## config.mk

```make
export PLATFORM = sky130hd
export DESIGN_NAME = transducer_array_fire
export DESIGN_NICKNAME = d
export VERILOG_FILES = /design/src/rtl/transducer_pkg.sv /design/src/rtl/transducer_channel.sv /design/src/rtl/transducer_array_fire.sv
export SDC_FILE = /design/constraint.sdc
export NUM_CORES = 1
export LEC_CHECK = 0
export CORE_AREA = 2 2 201 301
export CTS_BUF_LIST = sky130_fd_sc_hd__clkbuf_4 sky130_fd_sc_hd__clkbuf_8
export DETAILED_ROUTE_END_ITERATION = 7
export DIE_AREA = 0 0 203 303
export GPL_TIMING_DRIVEN = 1
export MAX_ROUTING_LAYER = met4
export PLACE_DENSITY_LB_ADDON = 0.3
export SETUP_SLACK_MARGIN = 0.2
export SKIP_LAST_GASP = 1
export SYNTH_ARGS = -nofsm -noshare
export SYNTH_HDL_FRONTEND = slang
export SYNTH_SLANG_ARGS = --single-unit
```

## constraint.sdc

```tcl
create_clock -name clk -period 26.7 [get_ports clk]
set_input_delay 8.01 -clock clk [delete_from_list [all_inputs] [get_ports clk]]
set_output_delay 8.01 -clock clk [all_outputs]
set_load 0.03 [all_outputs]
```

## src/rtl/transducer_pkg.sv

```systemverilog
// Shared types and default widths for the multi-channel transducer firing block.
//   fire_state_t : global arm/fire sequencer states
//   chan_state_t : per-channel pulse sequencer states
//   DEF_*        : default parameter values used by the top level
package transducer_pkg;

  localparam int DEF_N_CH   = 8;
  localparam int DEF_PD_W   = 16;
  localparam int DEF_CT_W   = 9;
  localparam int DEF_NP_W   = 4;
  localparam int DEF_MAX_ON = 512;

  typedef enum logic [2:0] {
    ST_IDLE,
    ST_ARMED,
    ST_FIRING,
    ST_DONE,
    ST_FAULT
  } fire_state_t;

  typedef enum logic [1:0] {
    WAIT_PD,
    ON,
    OFF,
    FIN
  } chan_state_t;

endpackage

```

## src/rtl/transducer_channel.sv

```systemverilog
// One transducer channel: latched configuration, phase-delay / charge / off-gap /
// pulse down-counters, and an on-time watchdog with a sticky trip flag.
// Ports:
//   clk_i       system clock
//   clear_i     return sequencer to rest, drive low (reset or leaving FIRING)
//   trip_clr_i  clear the sticky watchdog trip (reset or block disabled)
//   latch_i     capture configuration inputs (arm edge)
//   start_i     begin the phase-delay countdown (fire edge)
//   en_i, pd_i, ct_i, np_i, off_i  configuration captured on latch_i
//   drive_o     registered pulser drive
//   fin_o       channel has completed its burst
//   trip_o      sticky watchdog trip
module transducer_channel
  import transducer_pkg::*;
#(
  parameter int PD_W   = DEF_PD_W,
  parameter int CT_W   = DEF_CT_W,
  parameter int NP_W   = DEF_NP_W,
  parameter int MAX_ON = DEF_MAX_ON
) (
  input  logic            clk_i,
  input  logic            clear_i,
  input  logic            trip_clr_i,
  input  logic            latch_i,
  input  logic            start_i,
  input  logic            en_i,
  input  logic [PD_W-1:0] pd_i,
  input  logic [CT_W-1:0] ct_i,
  input  logic [NP_W-1:0] np_i,
  input  logic [CT_W-1:0] off_i,
  output logic            drive_o,
  output logic            fin_o,
  output logic            trip_o
);

  localparam int WD_W = $clog2(MAX_ON + 1);
  localparam logic [WD_W-1:0] WD_MAX = WD_W'(MAX_ON);

  // Latched configuration (data only, no reset)
  logic            en_q;
  logic [PD_W-1:0] pd_q;
  logic [CT_W-1:0] ct_q;
  logic [NP_W-1:0] np_q;
  logic [CT_W-1:0] off_q;

  // Sequencer state
  chan_state_t     st_q, st_d;
  logic [PD_W-1:0] pd_cnt_q, pd_cnt_d;
  logic [CT_W-1:0] ct_cnt_q, ct_cnt_d;
  logic [CT_W-1:0] off_cnt_q, off_cnt_d;
  logic [NP_W-1:0] pulse_q, pulse_d;
  logic            drive_q, drive_d;
  logic            fin_q, fin_d;
  logic [WD_W-1:0] wd_q, wd_d;
  logic            trip_q, trip_d;

  function automatic logic [PD_W-1:0] dec_pd(input logic [PD_W-1:0] x);
    return (x == '0) ? '0 : x - PD_W'(1);
  endfunction

  function automatic logic [CT_W-1:0] dec_ct(input logic [CT_W-1:0] x);
    return (x == '0) ? '0 : x - CT_W'(1);
  endfunction

  function automatic logic [NP_W-1:0] dec_np(input logic [NP_W-1:0] x);
    return (x == '0) ? '0 : x - NP_W'(1);
  endfunction

  function automatic logic [WD_W-1:0] inc_wd(input logic [WD_W-1:0] x);
    return (x >= WD_MAX) ? x : x + WD_W'(1);
  endfunction

  // Configuration capture; a pulse count of 0 behaves as a single pulse
  always_ff @(posedge clk_i) begin
    if (latch_i) begin
      en_q  <= en_i;
      pd_q  <= pd_i;
      ct_q  <= ct_i;
      np_q  <= (np_i == '0) ? NP_W'(1) : np_i;
      off_q <= off_i;
    end
  end

  // Counters hold "cycles remaining after this one", so every transition is
  // taken on the edge where the counter is already zero.
  always_comb begin
    st_d      = st_q;
    pd_cnt_d  = pd_cnt_q;
    ct_cnt_d  = ct_cnt_q;
    off_cnt_d = off_cnt_q;
    pulse_d   = pulse_q;
    drive_d   = drive_q;
    fin_d     = fin_q;

    if (start_i) begin
      st_d     = WAIT_PD;
      pd_cnt_d = pd_q;
      pulse_d  = np_q;
      drive_d  = 1'b0;
      fin_d    = 1'b0;
    end else begin
      case (st_q)
        WAIT_PD: begin
          if (!en_q) begin
            st_d  = FIN;
            fin_d = 1'b1;
          end else if (pd_cnt_q != '0) begin
            pd_cnt_d = dec_pd(pd_cnt_q);
          end else if (ct_q == '0) begin
            st_d  = FIN;
            fin_d = 1'b1;
          end else begin
            st_d     = ON;
            drive_d  = 1'b1;
            ct_cnt_d = dec_ct(ct_q);
          end
        end
        ON: begin
          if (ct_cnt_q != '0) begin
            ct_cnt_d = dec_ct(ct_cnt_q);
          end else if (pulse_q <= NP_W'(1)) begin
            st_d    = FIN;
            drive_d = 1'b0;
            fin_d   = 1'b1;
            pulse_d = '0;
          end else begin
            pulse_d = dec_np(pulse_q);
            if (off_q == '0) begin
              // Zero gap: next pulse starts immediately, drive stays high
              ct_cnt_d = dec_ct(ct_q);
            end else begin
              st_d      = OFF;
              drive_d   = 1'b0;
              off_cnt_d = dec_ct(off_q);
            end
          end
        end
        OFF: begin
          if (off_cnt_q != '0) begin
            off_cnt_d = dec_ct(off_cnt_q);
          end else begin
            st_d     = ON;
            drive_d  = 1'b1;
            ct_cnt_d = dec_ct(ct_q);
          end
        end
        default: begin
          st_d = FIN;
        end
      endcase
    end

    if (clear_i) begin
      st_d    = FIN;
      drive_d = 1'b0;
      fin_d   = 1'b0;
      pulse_d = '0;
    end
  end

  // Watchdog counts the high cycle being entered, so the trip flag rises on
  // the same edge that starts the MAX_ON-th consecutive high cycle.
  always_comb begin
    wd_d = drive_d ? inc_wd(wd_q) : '0;
    if (trip_clr_i) begin
      trip_d = 1'b0;
    end else begin
      trip_d = trip_q | (wd_d >= WD_MAX);
    end
  end

  always_ff @(posedge clk_i) begin
    st_q      <= st_d;
    pd_cnt_q  <= pd_cnt_d;
    ct_cnt_q  <= ct_cnt_d;
    off_cnt_q <= off_cnt_d;
    pulse_q   <= pulse_d;
    drive_q   <= drive_d;
    fin_q     <= fin_d;
    wd_q      <= wd_d;
    trip_q    <= trip_d;
  end

  assign drive_o = drive_q;
  assign fin_o   = fin_q;
  assign trip_o  = trip_q;

endmodule

```

## src/rtl/transducer_array_fire.sv

```systemverilog
// Multi-channel burst transducer driver. Arms (latching per-channel config),
// fires all enabled channels from one common edge, and stops everything on
// abort, block disable or any channel's on-time watchdog trip.
// Ports:
//   clk, rst (sync, active-high), isActive (block enable)
//   onYourMark (arm), GOGOGO_EXCLAMATION (fire, only with onYourMark)
//   chanEnable, phaseDelay, chargeTime, pulseCount, offTime  configuration
//   transducerOutput  per-channel pulser drive
//   fireComplete      burst finished, fault, or block not active
//   warning           sticky per-channel watchdog trip
//   busy              armed or firing
module transducer_array_fire
  import transducer_pkg::*;
#(
  parameter int N_CH   = DEF_N_CH,
  parameter int PD_W   = DEF_PD_W,
  parameter int CT_W   = DEF_CT_W,
  parameter int NP_W   = DEF_NP_W,
  parameter int MAX_ON = DEF_MAX_ON
) (
  input  logic                 clk,
  input  logic                 rst,
  input  logic                 isActive,
  input  logic                 onYourMark,
  input  logic                 GOGOGO_EXCLAMATION,
  input  logic [N_CH-1:0]      chanEnable,
  input  logic [N_CH*PD_W-1:0] phaseDelay,
  input  logic [N_CH*CT_W-1:0] chargeTime,
  input  logic [NP_W-1:0]      pulseCount,
  input  logic [CT_W-1:0]      offTime,
  output logic [N_CH-1:0]      transducerOutput,
  output logic                 fireComplete,
  output logic [N_CH-1:0]      warning,
  output logic                 busy
);

  fire_state_t state_q, state_d;
  logic        fire_complete_q, fire_complete_d;
  logic        busy_q, busy_d;

  logic [N_CH-1:0] drive;
  logic [N_CH-1:0] fin;
  logic [N_CH-1:0] trip;
  logic            all_fin;
  logic            any_trip;
  logic            latch;
  logic            start;
  logic            chan_clear;
  logic            trip_clr;

  assign all_fin  = &fin;
  assign any_trip = |trip;

  // State register
  always_ff @(posedge clk) begin
    if (rst) begin
      state_q         <= ST_IDLE;
      fire_complete_q <= 1'b0;
      busy_q          <= 1'b0;
    end else begin
      state_q         <= state_d;
      fire_complete_q <= fire_complete_d;
      busy_q          <= busy_d;
    end
  end

  // Next-state logic: disable beats a trip, a trip beats everything else
  always_comb begin
    state_d = state_q;
    if (!isActive) begin
      state_d = ST_IDLE;
    end else if (any_trip) begin
      state_d = ST_FAULT;
    end else begin
      case (state_q)
        ST_IDLE: begin
          if (onYourMark && !GOGOGO_EXCLAMATION) state_d = ST_ARMED;
        end
        ST_ARMED: begin
          if (onYourMark && GOGOGO_EXCLAMATION) state_d = ST_FIRING;
        end
        ST_FIRING: begin
          if (!onYourMark || !GOGOGO_EXCLAMATION) state_d = ST_IDLE;
          else if (all_fin)                       state_d = ST_DONE;
        end
        ST_DONE: begin
          if (!onYourMark && !GOGOGO_EXCLAMATION) state_d = ST_IDLE;
        end
        ST_FAULT: begin
          state_d = ST_FAULT;
        end
        default: begin
          state_d = ST_IDLE;
        end
      endcase
    end
  end

  // Output logic (registered in the state register above)
  always_comb begin
    fire_complete_d = !isActive || (state_d == ST_DONE) || (state_d == ST_FAULT);
    busy_d          = (state_d == ST_ARMED) || (state_d == ST_FIRING);
  end

  // Channel control strobes. Channels only run while the next state is
  // FIRING, so abort, fault, disable and completion all zero the drive on
  // the same edge the sequencer leaves FIRING.
  assign latch      = !rst && (state_q == ST_IDLE)  && (state_d == ST_ARMED);
  assign start      = !rst && (state_q == ST_ARMED) && (state_d == ST_FIRING);
  assign chan_clear = rst || (state_d != ST_FIRING);
  assign trip_clr   = rst || !isActive;

  for (genvar g = 0; g < N_CH; g++) begin : g_ch
    transducer_channel #(
      .PD_W  (PD_W),
      .CT_W  (CT_W),
      .NP_W  (NP_W),
      .MAX_ON(MAX_ON)
    ) u_ch (
      .clk_i     (clk),
      .clear_i   (chan_clear),
      .trip_clr_i(trip_clr),
      .latch_i   (latch),
      .start_i   (start),
      .en_i      (chanEnable[g]),
      .pd_i      (phaseDelay[g*PD_W +: PD_W]),
      .ct_i      (chargeTime[g*CT_W +: CT_W]),
      .np_i      (pulseCount),
      .off_i     (offTime),
      .drive_o   (drive[g]),
      .fin_o     (fin[g]),
      .trip_o    (trip[g])
    );
  end

  assign transducerOutput = drive;
  assign fireComplete     = fire_complete_q;
  assign warning          = trip;
  assign busy             = busy_q;

endmodule

```

---- Word-level counts from Yosys, hierarchy flattened ----
Cells that the tools add are included.
word-level totals
  bits in registers ....................... 650
  input bits .............................. 226
  output and inout port bits .............. 18
operators by class
  $add $sub $neg .......................... 49
  magnitude comparators ................... 24
  equality and inequality tests ........... 169
  multiplexer cells ....................... 418
  bitwise gates (word level) .............. 9
  reduce and logical (&&, ||, !) cells .... 199
operators with widths
  cell                     count
  $mux W9                  105
  $mux W16                 40
  $logic_not A9 Y1         25
  $sub A9 B1 Y9 const B    25
  $pmux W9 S3              8
  $ge A10 B10 Y1 const B   16
  $mux W10                 16
  $mux W4                  40
  $pmux W9 S2              8
  $reduce_bool A9 Y1       16
  $logic_not A16 Y1        8
  $reduce_bool A16 Y1      8
  $sub A16 B1 Y16 const B  8
  $mux W2                  57
  $mux W1                  112
  $ne A2 B2 Y1 const B     55
  $reduce_bool A2 Y1       48
  $ne A3 B3 Y1 const B     30
  $add A10 B1 Y10 const B  8
  $reduce_and A8 Y1        9
  $ne A2 B1 Y1 const B     25
  $pmux W2 S3              8
  $reduce_and A6 Y1        8
  $reduce_and A5 Y1        8
  other kinds (30)         177

---- Logic depth before layout (Yosys ltp) ----
  word-level depth ........................ 13
  depth in mapped cells ................... 12

---- Cells and area by module ----
A second synthesis with hierarchy kept.
second synthesis, totals
  cells, all modules ...................... 3,213
  area total of the unflattened synthesis .. 36,866.6 um^2
modules (own cells, without submodules)
  module                                  instances  cells each  area each (um^2)  sequential area each (um^2)
  transducer_channel at g_ch[0].u_ch ...  6          395         4,550.6           2,572.5
  transducer_channel at g_ch[6].u_ch      1          402         4,636.9           2,572.5
  transducer_channel at g_ch[7].u_ch      1          402         4,608.2           2,572.5
  transducer_array_fire                   1          39          317.8             100.1

---- Worst setup path after synthesis ----
No wires, ideal clock.
  kind .................................... input-to-reg
  from .................................... in onYourMark
  to ...................................... reg g_ch[0].u_ch.ct_q[0] (enable)
  setup time .............................. 1.118 ns
  arrival time ............................ 25.006 ns
  setup slack ............................. 0.575 ns
  cell stages on the path ................. 6
  path through ............................ or3b_2 nor4_2 a21oi_1 a211oi_1 o211a_1 nor3b_1
on the way
  word-level cells in the longest chain between the ends .. 8
RTL lines
  item                                                       line                                                      text
  start: declaration                                         transducer_array_fire.sv:24                               input logic onYourMark,
  $logic_not A1 Y1                                           transducer_array_fire.sv:83, transducer_array_fire.sv:87
  $logic_and A1 B1 Y1 or $logic_or A1 B1 Y1 (tied branches)  transducer_array_fire.sv:87, transducer_array_fire.sv:83
  $mux W3 (on tied branches)                                 transducer_array_fire.sv:87, transducer_array_fire.sv:83
  $pmux W3 S5 *                                              transducer_array_fire.sv:75                               case (state_q)
  $mux W3 *                                                  transducer_array_fire.sv:72                               end else if (any_trip) begin
  $mux W3 *                                                  transducer_array_fire.sv:70                               if (!isActive) begin
  $eq A3 B1 Y1 *                                             transducer_array_fire.sv:108                              assign latch = !rst && (state_q == ST_IDLE) && (state_d == ST_ARMED);
  $logic_and A1 B1 Y1 *                                      transducer_array_fire.sv:108
  net g_ch[0].u_ch.latch_i                                   transducer_channel.sv:24                                  input logic latch_i,
  end signal: assignment                                     transducer_channel.sv:78                                  ct_q <= ct_i;
  end: declaration                                           transducer_channel.sv:42                                  logic [CT_W-1:0] ct_q;
Mark *: on every way through the listed nets, which the timed path passes. The rest lies on a longest branch.
A chain may end at the register's enable or synchronous reset.

---- Worst setup path after layout ----
  from .................................... in onYourMark
  to ...................................... reg g_ch[7].u_ch.ct_q[7] (enable)
on the way
  word-level cells in the longest chain between the ends .. 8
RTL lines
  item                                                       line
  $logic_not A1 Y1                                           transducer_array_fire.sv:83, transducer_array_fire.sv:87
  $logic_and A1 B1 Y1 or $logic_or A1 B1 Y1 (tied branches)  transducer_array_fire.sv:87, transducer_array_fire.sv:83
  $mux W3 (on tied branches)                                 transducer_array_fire.sv:87, transducer_array_fire.sv:83
  $pmux W3 S5 *                                              transducer_array_fire.sv:75
  $mux W3 *                                                  transducer_array_fire.sv:72
  $mux W3 *                                                  transducer_array_fire.sv:70
  $eq A3 B1 Y1 *                                             transducer_array_fire.sv:108
  $logic_and A1 B1 Y1 *                                      transducer_array_fire.sv:108
  net g_ch[0].u_ch.latch_i                                   transducer_channel.sv:24
  end signal: assignment                                     transducer_channel.sv:78
  end: declaration                                           transducer_channel.sv:42
Marked as above.

==> metrics.md <==
| Metric | Value |
|---|---|
| Root Buffer | clkbuf_8 |
| Number of vias per cell | 5.884 |
| Max Slew Vio Count | 0 |
| Top Ports | ~240 |
| Max VDD drop | just under 40 uV |
| Post-layout minimum cycle time | 12290 ps |
| Overflow after GRT | 0 |
| Die area | 61510 um^2 |
| Critical Path End | g_ch[7].u_ch.ct_q[7]$_DFFE_PP_ |
| Relative slew margins | 0.07973 |
| Status | complete, no violations |
| Area grow syn2layout | 16.44% |
| Post-Synth XOR/XNOR Area | 0.07520 |
| Worst-path clk slew | around 60 ps |
| Post-synthesis cell count | 2939 |
| Slew @ Worst Pin | 1377 ps |
| Final period util | 0.4604 |
| Largest family of logic cells by synthesized area | simple AND/OR/NAND/NOR gates |
| Primary FF master, synth | edfxtp_1 |
| FP Rows | between 100 and 150 |
| Synth Area in Compound Gates | 0.1225 |
| Inserted Clock Buffers | 97 |
| # Max-Cap Violations | 0 |
| Remaining DRCs | 0 |
| 1st-iter DRT viols | 1606 |
| Avg WL per Cell | 18.80 um |
| Met2 layer usage reported by global route | 0.4382 |
| DP HPWL | 54880 um |
| GR Util All Layers | 0.2518 |
| EDFF count, synth | 493 |
| Synth Area per Inst | 10.90 um^2 |
| Clock Skew | 51.57 ps |
| GP Congestion | 0.9028 |
| CP Data Required Time | 27030 ps |
| Worst-case clock buffer depth | 3 |
| Grt peak-use layer | met2 |
| Synth Area in Adders | 0.03203 |
| Initial antenna violation count | 2 |
| F_max | 81.34 MHz |
| Mapped Nets | 3247 |
| Synthesis warning total | 0 |
| H-tree depth | 3 |
| Crit path max fanout | 149 |
| Post_cts resized | 0 |
| Launch point of the worst path | onYourMark |
| Met1 Resource Use GR | 0.2854 |
| Ys async rst share | 0 |
| Fin. Hold Viols | 0 |
| LEAKAGE | roughly 12 nW |
| Top-area cell type share of the netlist area | 0.4622 |
| PD cells | ~55 nW/um^2 |
| Post-synthesis sequential area ratio | 0.5603 |
| Cells on worst reg2reg path | 8 |
| Number of global-route vias before repair | 24098 |
| Worst-Skew Late Latency | 750 ps |
| CP Capture Type | flop |
| First-pass GRT wire length | 120100 um |
| Post-CTS Setup Inserts | 0 |
| Die width | 203 um |
| FF-to-FF setup slack | 21780 ps |
| Worst path arrival time | 12620 ps |
| # port buffers | 243 |
| Start of the worst register-to-register path | state_q[0]$_SDFF_PP0_ |
| GR Util met3 | 0.03738 |
| Core area | 58780 um^2 |
| Final ANT Viol Nets | 0 |
| Worst setup path category | input pin to flop |
| Hold buffers post-CTS | 0 |
| Post-Synth Simple-Gate Area | 0.1677 |
| Placed cell area | between 30000 and 40000 um^2 |
| Final wirelength | 76210 um |
| NumNets Final | 3498 |
| DIE HEIGHT | 303 um |
| Via count | 23847 |
| Critical Path Source Type | input pin |
| Leading area contributor after synthesis | edfxtp_1 |
| Filler cell count | 4523 |
| Unique cell type count in the Yosys netlist | 85 |
| Hold Path Class | flop to flop |
| TritonRoute pass-1 iters | 6 |
| Initial Utilization | 0.5449 |
| Synth Register Bits | between 600 and 700 |
| Post-route setup TNS | 0 ps |
| R2R Path End | g_ch[7].u_ch.ct_q[7]$_DFFE_PP_ |
| Clock sinks | 650 |
| Top cells by area, synth | edfxtp_1 46%, dfxtp_1 9.8%, xnor2_1 4.7% |
| Final Setup Violations | 0 |
| RSZ-0062 raised after global routing | no |
| Multiplexer share of the synthesized area | 0.009844 |
| Cell Area, Synth | 32030 um^2 |
| Largest net degree at the start of global routing | 150 |
| Layout cell share with drive strength beyond 1 | 0.08155 |
| Design Area, Final | 37300 um^2 |
| CTS tree | yes |
-- power breakdown --
group | total [mW] | internal, mW | leakage (nW) | switching (mW)
registers | 1.10 | 1.09 | 5.61 | 0.00636
clock network | 0.888 | 0.496 | 1.13 | 0.392
logic | 0.0620 | 0.0377 | 5.29 | 0.0243
total | 2.05 | 1.63 | 12.0 | 0.422
-- critical path, stage by stage --
cell and delay (ps):
clkdlybuf4s50_1 550, or3b_2 480, nor4_2 320, a21oi_1 190
a211oi_1 280, o211a_1 200, nor3b_2 1000, buf_4 760
buf_12 530
-- through the flow --
stage / cells / hold slack (ps) / util / total power, mW / setup WS [ps]
floorplan: 2939 / 436.9 / - / 1.145 / 575.3
global placement: 3866 / 453.3 / 0.5977 / 1.183 / 13920
detailed placement: 3866 / 461.3 / 0.5977 / 1.184 / 13660
CTS: 4049 / 474.4 / 0.6341 / 2.070 / 14450
global route: 4053 / 487.8 / 0.6345 / 2.114 / 14030
finish: 4053 / 472.3 / 0.6345 / 2.051 / 14410
-- cell usage after synthesis, types with 19 or more instances --
cell type  instances
nand3_1           51
or2_2             19
a21oi_1          105
o21ai_0           75
edfxtp_1         493
buf_2             23
ha_1              82
o31ai_1          113
clkbuf_1          72
nor2_1           274
inv_1            132
nor2b_1           31
nand2b_1          26
nand4_1           19
a31oi_1           39
or3_1             38
or4_1             27
nor4_1            47
xnor2_1          173
and3_1            22
nor3_1           124
nand2_1          266
dfxtp_1          157
o22ai_1          112
mux2i_1           27
xor2_1           102
-- cells by family (layout without fill, tap and decap cells) --
logic type / Yosys count / count (layout)
and+or+nand+nor: 1060 / 1060
DFF: 650 / 650
AOI/OAI and AO/OA: 590 / 590
xor gates and xnor gates: 275 / 275
buffers and inverters: 251 / 586
adders and majority gates: 82 / 82
muxes: 31 / 31
other: 0 / 2
-- metal layers --
metal  up-vias  share of wire
li1      11383              -
met1     11469           0.39
met2       804           0.51
met3       191          0.058
met4         0          0.036
met5         -              0
-- layout make-up --
class | instances | area (um^2) | area share
inverter | 132 | 495.5 | 0.01329
clock buffer | 147 | 1785 | 0.04787
multi-input combinational | 2038 | 13090 | 0.3508
sequential | 650 | 17950 | 0.4812
timing repair buffer | 271 | 2653 | 0.07112
antenna | 2 | 5.005 | 0.0001342
clock inverter | 36 | 352.8 | 0.009461
tap | 777 | 972.2 | 0.02607
-- state kept, by name, summed over array words and instances (netlist names), 16 cells and up --
name and flops:
g_ch.u_ch.pd_cnt_q 128, g_ch.u_ch.pd_q 128, g_ch.u_ch.wd_q 80, g_ch.u_ch.ct_cnt_q 72, g_ch.u_ch.ct_q 72, g_ch.u_ch.off_cnt_q 72, g_ch.u_ch.pulse_q 32, g_ch.u_ch.st_q 16
-- cell usage in the layout (no fill, tap or decap), drive strengths merged, types with 107 or more instances in the layout --
cell type and instances:
nor2 282, clkbuf 148, xnor2 173, a21oi 107, o31ai 113, nor3 125, dfxtp 157, inv 135
o22ai 112, edfxtp 493, clkdlybuf4s50 243, nand2 266
-- worst min-delay path by stage --
stage                               startpoint                              end  slack (ps)  depth (start not counted)
4_1_cts        g_ch[1].u_ch.fin_o$_SDFFE_PP0P_  g_ch[1].u_ch.fin_o$_SDFFE_PP0P_         470                          1
3_5_place_dp   g_ch[1].u_ch.fin_o$_SDFFE_PP0P_  g_ch[1].u_ch.fin_o$_SDFFE_PP0P_         460                          1
3_3_place_gp   g_ch[5].u_ch.fin_o$_SDFFE_PP0P_  g_ch[5].u_ch.fin_o$_SDFFE_PP0P_         450                          1
5_1_grt        g_ch[1].u_ch.fin_o$_SDFFE_PP0P_  g_ch[1].u_ch.fin_o$_SDFFE_PP0P_         490                          1
6_report       g_ch[1].u_ch.fin_o$_SDFFE_PP0P_  g_ch[1].u_ch.fin_o$_SDFFE_PP0P_         470                          1
2_1_floorplan  g_ch[0].u_ch.fin_o$_SDFFE_PP0P_  g_ch[0].u_ch.fin_o$_SDFFE_PP0P_         440                          2
(Power assumes the default switching activity.)
==> RTL change 1: new RTL, config.mk and constraints unchanged <==
Add an input register stage for `chargeTime`; this delays it by one clock. The other inputs are not delayed to match.
--- a/src/rtl/transducer_array_fire.sv
+++ b/src/rtl/transducer_array_fire.sv
@@ -35,2 +35,8 @@
 );
+
+  logic [N_CH*CT_W-1:0] chargeTime_q;
+
+  always_ff @(posedge clk) begin
+    chargeTime_q <= chargeTime;
+  end
 
@@ -126,3 +132,3 @@
       .pd_i      (phaseDelay[g*PD_W +: PD_W]),
-      .ct_i      (chargeTime[g*CT_W +: CT_W]),
+      .ct_i      (chargeTime_q[g*CT_W +: CT_W]),
       .np_i      (pulseCount),
Check against the original RTL: not settled (the Yosys comparison gave no result); the edit may change what the design does.
==> RTL change 1 against the unedited design <==
- clock power rose by 9.3%
- final cell count rose by 2.1%
- synthesized area rose by 4.1%
- combinational power down 2%
- count of clock-buffer cells in the layout rose by 18
- design area up 4.1%
- wire length up 5.1%
- worst setup slack gained 0.44 ns
- register-to-register slack better by 0.41 ns
- sequential cell count increased by 72
- total power increased by 9.6%
- sequential power up 11%
- clock skew is 0.0056 ns lower
- critical endpoint is now g_ch[4].u_ch.pd_q[6]
- highest routed layer unchanged
==> RTL change 1: results (changes against the unedited design) <==
- The met2 layer wire length in the routed design is 40490 um (+3.7%).
- Startpoint of the most critical hold path: chargeTime_q[71]
- The number of buffers inserted during clock tree synthesis is 107 (+10%).
- Xor-xnor portion of the synthesized cell area: 0.07407 (-0.001127)
* Launching point of the worst reg2reg path: state_q[2]
* WL met1: 30320 um (+1.1%)
- Post-CTS repair timing setup buffer count: 0 (unchanged)
- The wire length of the first global-routing pass came to 125500 um (+4.5%).
* Worst Hold Endpoint: g_ch[7].u_ch.ct_q[8]
- The count of unique library cells instantiated by Yosys came to 88 (+3.5%).
* Maximum number of pins on one net before global-route repair: 134 (-11%)
- The count of non-CTS buffers in the layout was 273 (+0.74%).
* Peak ir drop on the vdd network: 0.00005340 V (+37%)
- Compound-gate portion of the synthesized area: 0.1132 (-0.009296)
- Synth area leaders: sky130_fd_sc_hd__edfxtp_1 (44%), sky130_fd_sc_hd__dfxtp_1 (14%), sky130_fd_sc_hd__xnor2_1 (4.5%)
- The number of multi-input combinational cells in the layout came to 2034 (-0.20%).
- Max Clock Skew: 0.04595 ns (-0.005618 ns)
- The stage delay of the slowest cell on the critical path came to 0.86 ns (-0.14 ns).
- The cell count after placement is 3940 (+1.9%).
- The count of non-filler cells in the finished layout is 4140 (+2.1%).
* Overall track demand over capacity in global routing: 0.2654 (+0.01357)
- Critical R2R Capture: g_ch[4].u_ch.pd_q[6]
- Layout filler cell count: 4391 (-2.9%)
- Clk_buf instances: 165 (+12%)
- The routed via count came to 24600 (+3.2%).
- Largest driver fanout on the critical path: 80 (-46%)
- Area after detailed placement: 36480 um2 (+3.8%)
- The met2 routing resource usage after global routing came to 0.4614 (+0.02316).
- The leakage power summed over all cells was 12.64 nW (+5.0%).
* Run status: finished clean
* Fraction of final layout cells sized beyond drive strength 1: 0.08001 (-0.001540)
- The adder and majority gate portion of the synthesized area came to 0.03077 (-0.001263).
* Sequential fraction of the synthesis area: 0.5814 (+0.02113)
* Slew of the pin with the lowest slew margin: 1.341 ns (-0.03650 ns)
* Hpwl dp: 56750 um (+3.4%)
* Post-synthesis average cell area: 11.09 um2 (+1.8%)
* Number of non-clock inverters: 134 (+1.5%)
- Routed met3 length: 5334 um (+21%)
- Multiplexer share of the synthesized area: 0.008780 (-0.001064)
- Psw: 457.0 uW (+8.2%)
* Commonest cells in the synthesized netlist: sky130_fd_sc_hd__edfxtp_1 (493), sky130_fd_sc_hd__nand2_1 (296), sky130_fd_sc_hd__nor2_1 (258)
* Seq area share: 0.4992 (+0.01798)
- Antenna violations before repair: 2 (unchanged)
- Setup slack of the worst register-to-register path: 22.19 ns (+0.41 ns)
* Number of cell rows: 109 (unchanged)
- The number of stages on the worst hold path was 0 (-1).
* Met1 track demand over resource: 0.2919 (+0.006403)
- Combinational share of power: 0.027 (-0.003)
- The power in the clock group is 971 uW (+9.3%).
- Wire length per cell after detailed routing: 19.35 um (+2.9%)
- DR iter-0 viols: 1852 (+15%)
* Share of final layout cell area taken by non-clock buffers: 0.06842 (-0.002698)
-- RTL change 1: cell types whose count changed after synthesis, moves of 10 or more --
cell	delta
sky130_fd_sc_hd__buf_2	-15
sky130_fd_sc_hd__clkbuf_1	+10
sky130_fd_sc_hd__dfxtp_1	+72
sky130_fd_sc_hd__nand2_1	+30
sky130_fd_sc_hd__nand3_1	+13
sky130_fd_sc_hd__nor2_1	-16
sky130_fd_sc_hd__nor4_1	+13
sky130_fd_sc_hd__xor2_1	+10
-- RTL change 1: metrics by stage --
step / setup WS, ns / hold WS, ns / util
6_report: 14.85 / 0.3942 / 0.6608
2_1_floorplan: 4.422 / 0.3855 / -
4_1_cts: 14.89 / 0.4010 / 0.6607
5_1_grt: 14.66 / 0.4094 / 0.6608
3_3_place_gp: 14.25 / 0.3873 / 0.6206
3_5_place_dp: 14.13 / 0.3887 / 0.6206
-- RTL change 1: critical path, delay by kind of cell --
kind,cells,cell delay (ns)
and+or+nand+nor,5,1.73
buffers and inverters,3,2.08
AOI/OAI and AO/OA,1,0.22
==> RTL change 2: new RTL, same flow settings <==
Without the edit above. Change the package constant `DEF_N_CH` from 8 to 10.
--- a/src/rtl/transducer_pkg.sv
+++ b/src/rtl/transducer_pkg.sv
@@ -6,3 +6,3 @@
 
-  localparam int DEF_N_CH   = 8;
+  localparam int DEF_N_CH   = 10;
   localparam int DEF_PD_W   = 16;
Ports: changed (5 resized); port bits go from 244 to 300. No check against the original RTL was run, so the function may have changed too.
==> RTL change 2 against the unedited design <==
- sequential cell count up 158
- synthesized area rose by 28%
- design area grew 26%
- total power grew 20%
- sequential power up 25%
- worst setup slack worse by 0.012 ns
- wire length is 35% higher
- register-to-register slack improved by 0.18 ns
- critical path depth fell by 1
- critical endpoint is now g_ch[7].u_ch.ct_cnt_q[1]
- largest cell class unchanged
==> RTL change 2: results (changes against the unedited design) <==
* Run status: finished clean
* Antenna violations before repair: 1 (-1)
- The number of fill cells in the layout came to 3539 (-22%).
- Overall track demand over capacity in global routing: 0.3391 (+0.08731)
- Cell count of the worst hold path: 2 (+1)
- Peak ir drop on the vdd network: 0.00006620 V (+70%)
- Largest registers in the final layout: g_ch.u_ch.pd_cnt_q x160, g_ch.u_ch.pd_q x160, g_ch.u_ch.wd_q x100
- Static Leakage: 14.87 nW (+24%)
- The later-pin clock latency in the skew report came to 0.78 ns (+0.03 ns).
- Synth area leaders: sky130_fd_sc_hd__edfxtp_1 (45%), sky130_fd_sc_hd__dfxtp_1 (9.6%), sky130_fd_sc_hd__xnor2_1 (4.2%)
- The worst-case register-to-register setup slack was 21.96 ns (+0.18 ns).
* Launching point of the worst reg2reg path: g_ch[2].u_ch.trip_o
- The path with the worst hold slack has its endpoint at g_ch[8].u_ch.fin_o.
- Data arrival, critical path: 12.72 ns (+0.10 ns)
* Wire length per cell after detailed routing: 21.09 um (+12%)
- Worst setup slack after placement: 13.76 ns (+0.1050 ns)
- The routability congestion estimate is 0.9201 (+1.9%).
- The synthesized netlist net count came to 4079 (+26%).
- DR iter-0 viols: 2860 (+78%)
- Number of flops mapped to enable cells by yosys: 613 (+24%)
- Startpoint of the most critical hold path: g_ch[8].u_ch.fin_o
* Number of buffer cells added on primary ports: 299 (+23%)
- The number of vias per cell was 6.506 (+11%).
- The depth of the worst register-to-register path was 7 (-1).
- The fraction of the yosys area taken by sequential cells came to 0.5463 (-0.01402).
- Post-layout net count: 4372 (+25%)
- Class of the tightest hold or removal check: flop to flop
- The count of unique library cells instantiated by Yosys is 85 (unchanged).
* First-pass GRT wire length: 160000 um (+33%)
- Critical R2R Capture: g_ch[7].u_ch.ct_cnt_q[1]
* Worst max-slew margin expressed relative to the limit: 0.09717 (+0.01743)
- Fraction of final layout cells sized beyond drive strength 1: 0.08904 (+0.007489)
- Yosys synthesis warning count: 0 (unchanged)
- Hpwl dp: 71790 um (+31%)
- In the synthesized netlist, the cells that appear most often are sky130_fd_sc_hd__edfxtp_1 (613), sky130_fd_sc_hd__nor3_1 (228), sky130_fd_sc_hd__nor2_1 (222).
- The pin count of the biggest net entering global routing was 84 (-44%).
* Largest driver fanout on the critical path: 64 (-57%)
* Hold slack final: 0.4525 ns (-0.01987 ns)
- The via count of the first global-routing pass is 31370 (+30%).
- Max Clock Skew: 0.04597 ns (-0.005597 ns)
- Clock buffer count from CTS: 115 (+19%)
## RTL change 2: kinds of logic (layout without fill, tap and decap cells)
kind of cell	after synthesis	after routing	share of synthesized area
compound gates	684	684	0.1122
other cells	0	1	0
flops	808	808	0.5463
mux	98	98	0.02619
buf+inv	339	727	0.03394
xor+xnor	348	348	0.07463
simple gates	1322	1322	0.1758
fa+ha+maj	101	101	0.03094
## RTL change 2: metrics by stage
step | instances | instance area [um2]
6_report | 4866 | 46890
3_5_place_dp | 4653 | 44490
4_1_cts | 4865 | 46890
2_1_floorplan | 3700 | 40850
3_3_place_gp | 4653 | 44490
5_1_grt | 4866 | 46890
## RTL change 2: worst max path at each step
stage / start / slack [ns] / to / cells past startpoint
6_report: isActive / 14.39 / g_ch[7].u_ch.ct_cnt_q[1] / 8
5_1_grt: isActive / 14.20 / g_ch[6].u_ch.ct_cnt_q[6] / 8
4_1_cts: isActive / 14.53 / g_ch[7].u_ch.ct_cnt_q[1] / 8
3_5_place_dp: isActive / 13.76 / g_ch[7].u_ch.ct_cnt_q[1] / 8
3_3_place_gp: isActive / 13.91 / g_ch[7].u_ch.ct_cnt_q[0] / 8
2_1_floorplan: onYourMark / 1.86 / g_ch[0].u_ch.ct_q[0] / 6
## RTL change 2: worst max-delay path, cell delays in order
cell and delay [ns]:
sky130_fd_sc_hd__clkdlybuf4s50_1 0.55, sky130_fd_sc_hd__nor2b_2 0.66, sky130_fd_sc_hd__nand4_1 0.26, sky130_fd_sc_hd__a2111oi_4 0.79, sky130_fd_sc_hd__buf_4 0.57, sky130_fd_sc_hd__and2_4 0.83
sky130_fd_sc_hd__buf_4 0.64, sky130_fd_sc_hd__nor3_1 0.35
## RTL change 2: area by class of cell
class,count,share of cell area
Sequential cell,808,0.4758
Multi-Input combinational cell,2553,0.3674
Timing Repair Buffer,347,0.07151
Clock buffer,159,0.04200
Tap cell,777,0.02073
Inverter,168,0.01345
Clock inverter,53,0.009099
Antenna cell,1,0.00005336
## RTL change 2: layer usage
layer  vias to the layer above  part of all wire  GRT usage
met5                         -                 0          -
met4                         0             0.047     0.1727
met3                       333             0.083    0.04876
met2                      1643              0.51     0.5788
met1                     15080              0.36     0.3918
li1                      14600                 -          -
## RTL change 2: where the power goes
group / total (mW) / leakage [nW] / internal, mW / switching, mW
Combinational: 0.0824 / 6.63 / 0.0469 / 0.0356
Clock: 1.02 / 1.26 / 0.544 / 0.472
Sequential: 1.37 / 6.98 / 1.36 / 0.00846
Total: 2.47 / 14.9 / 1.95 / 0.516
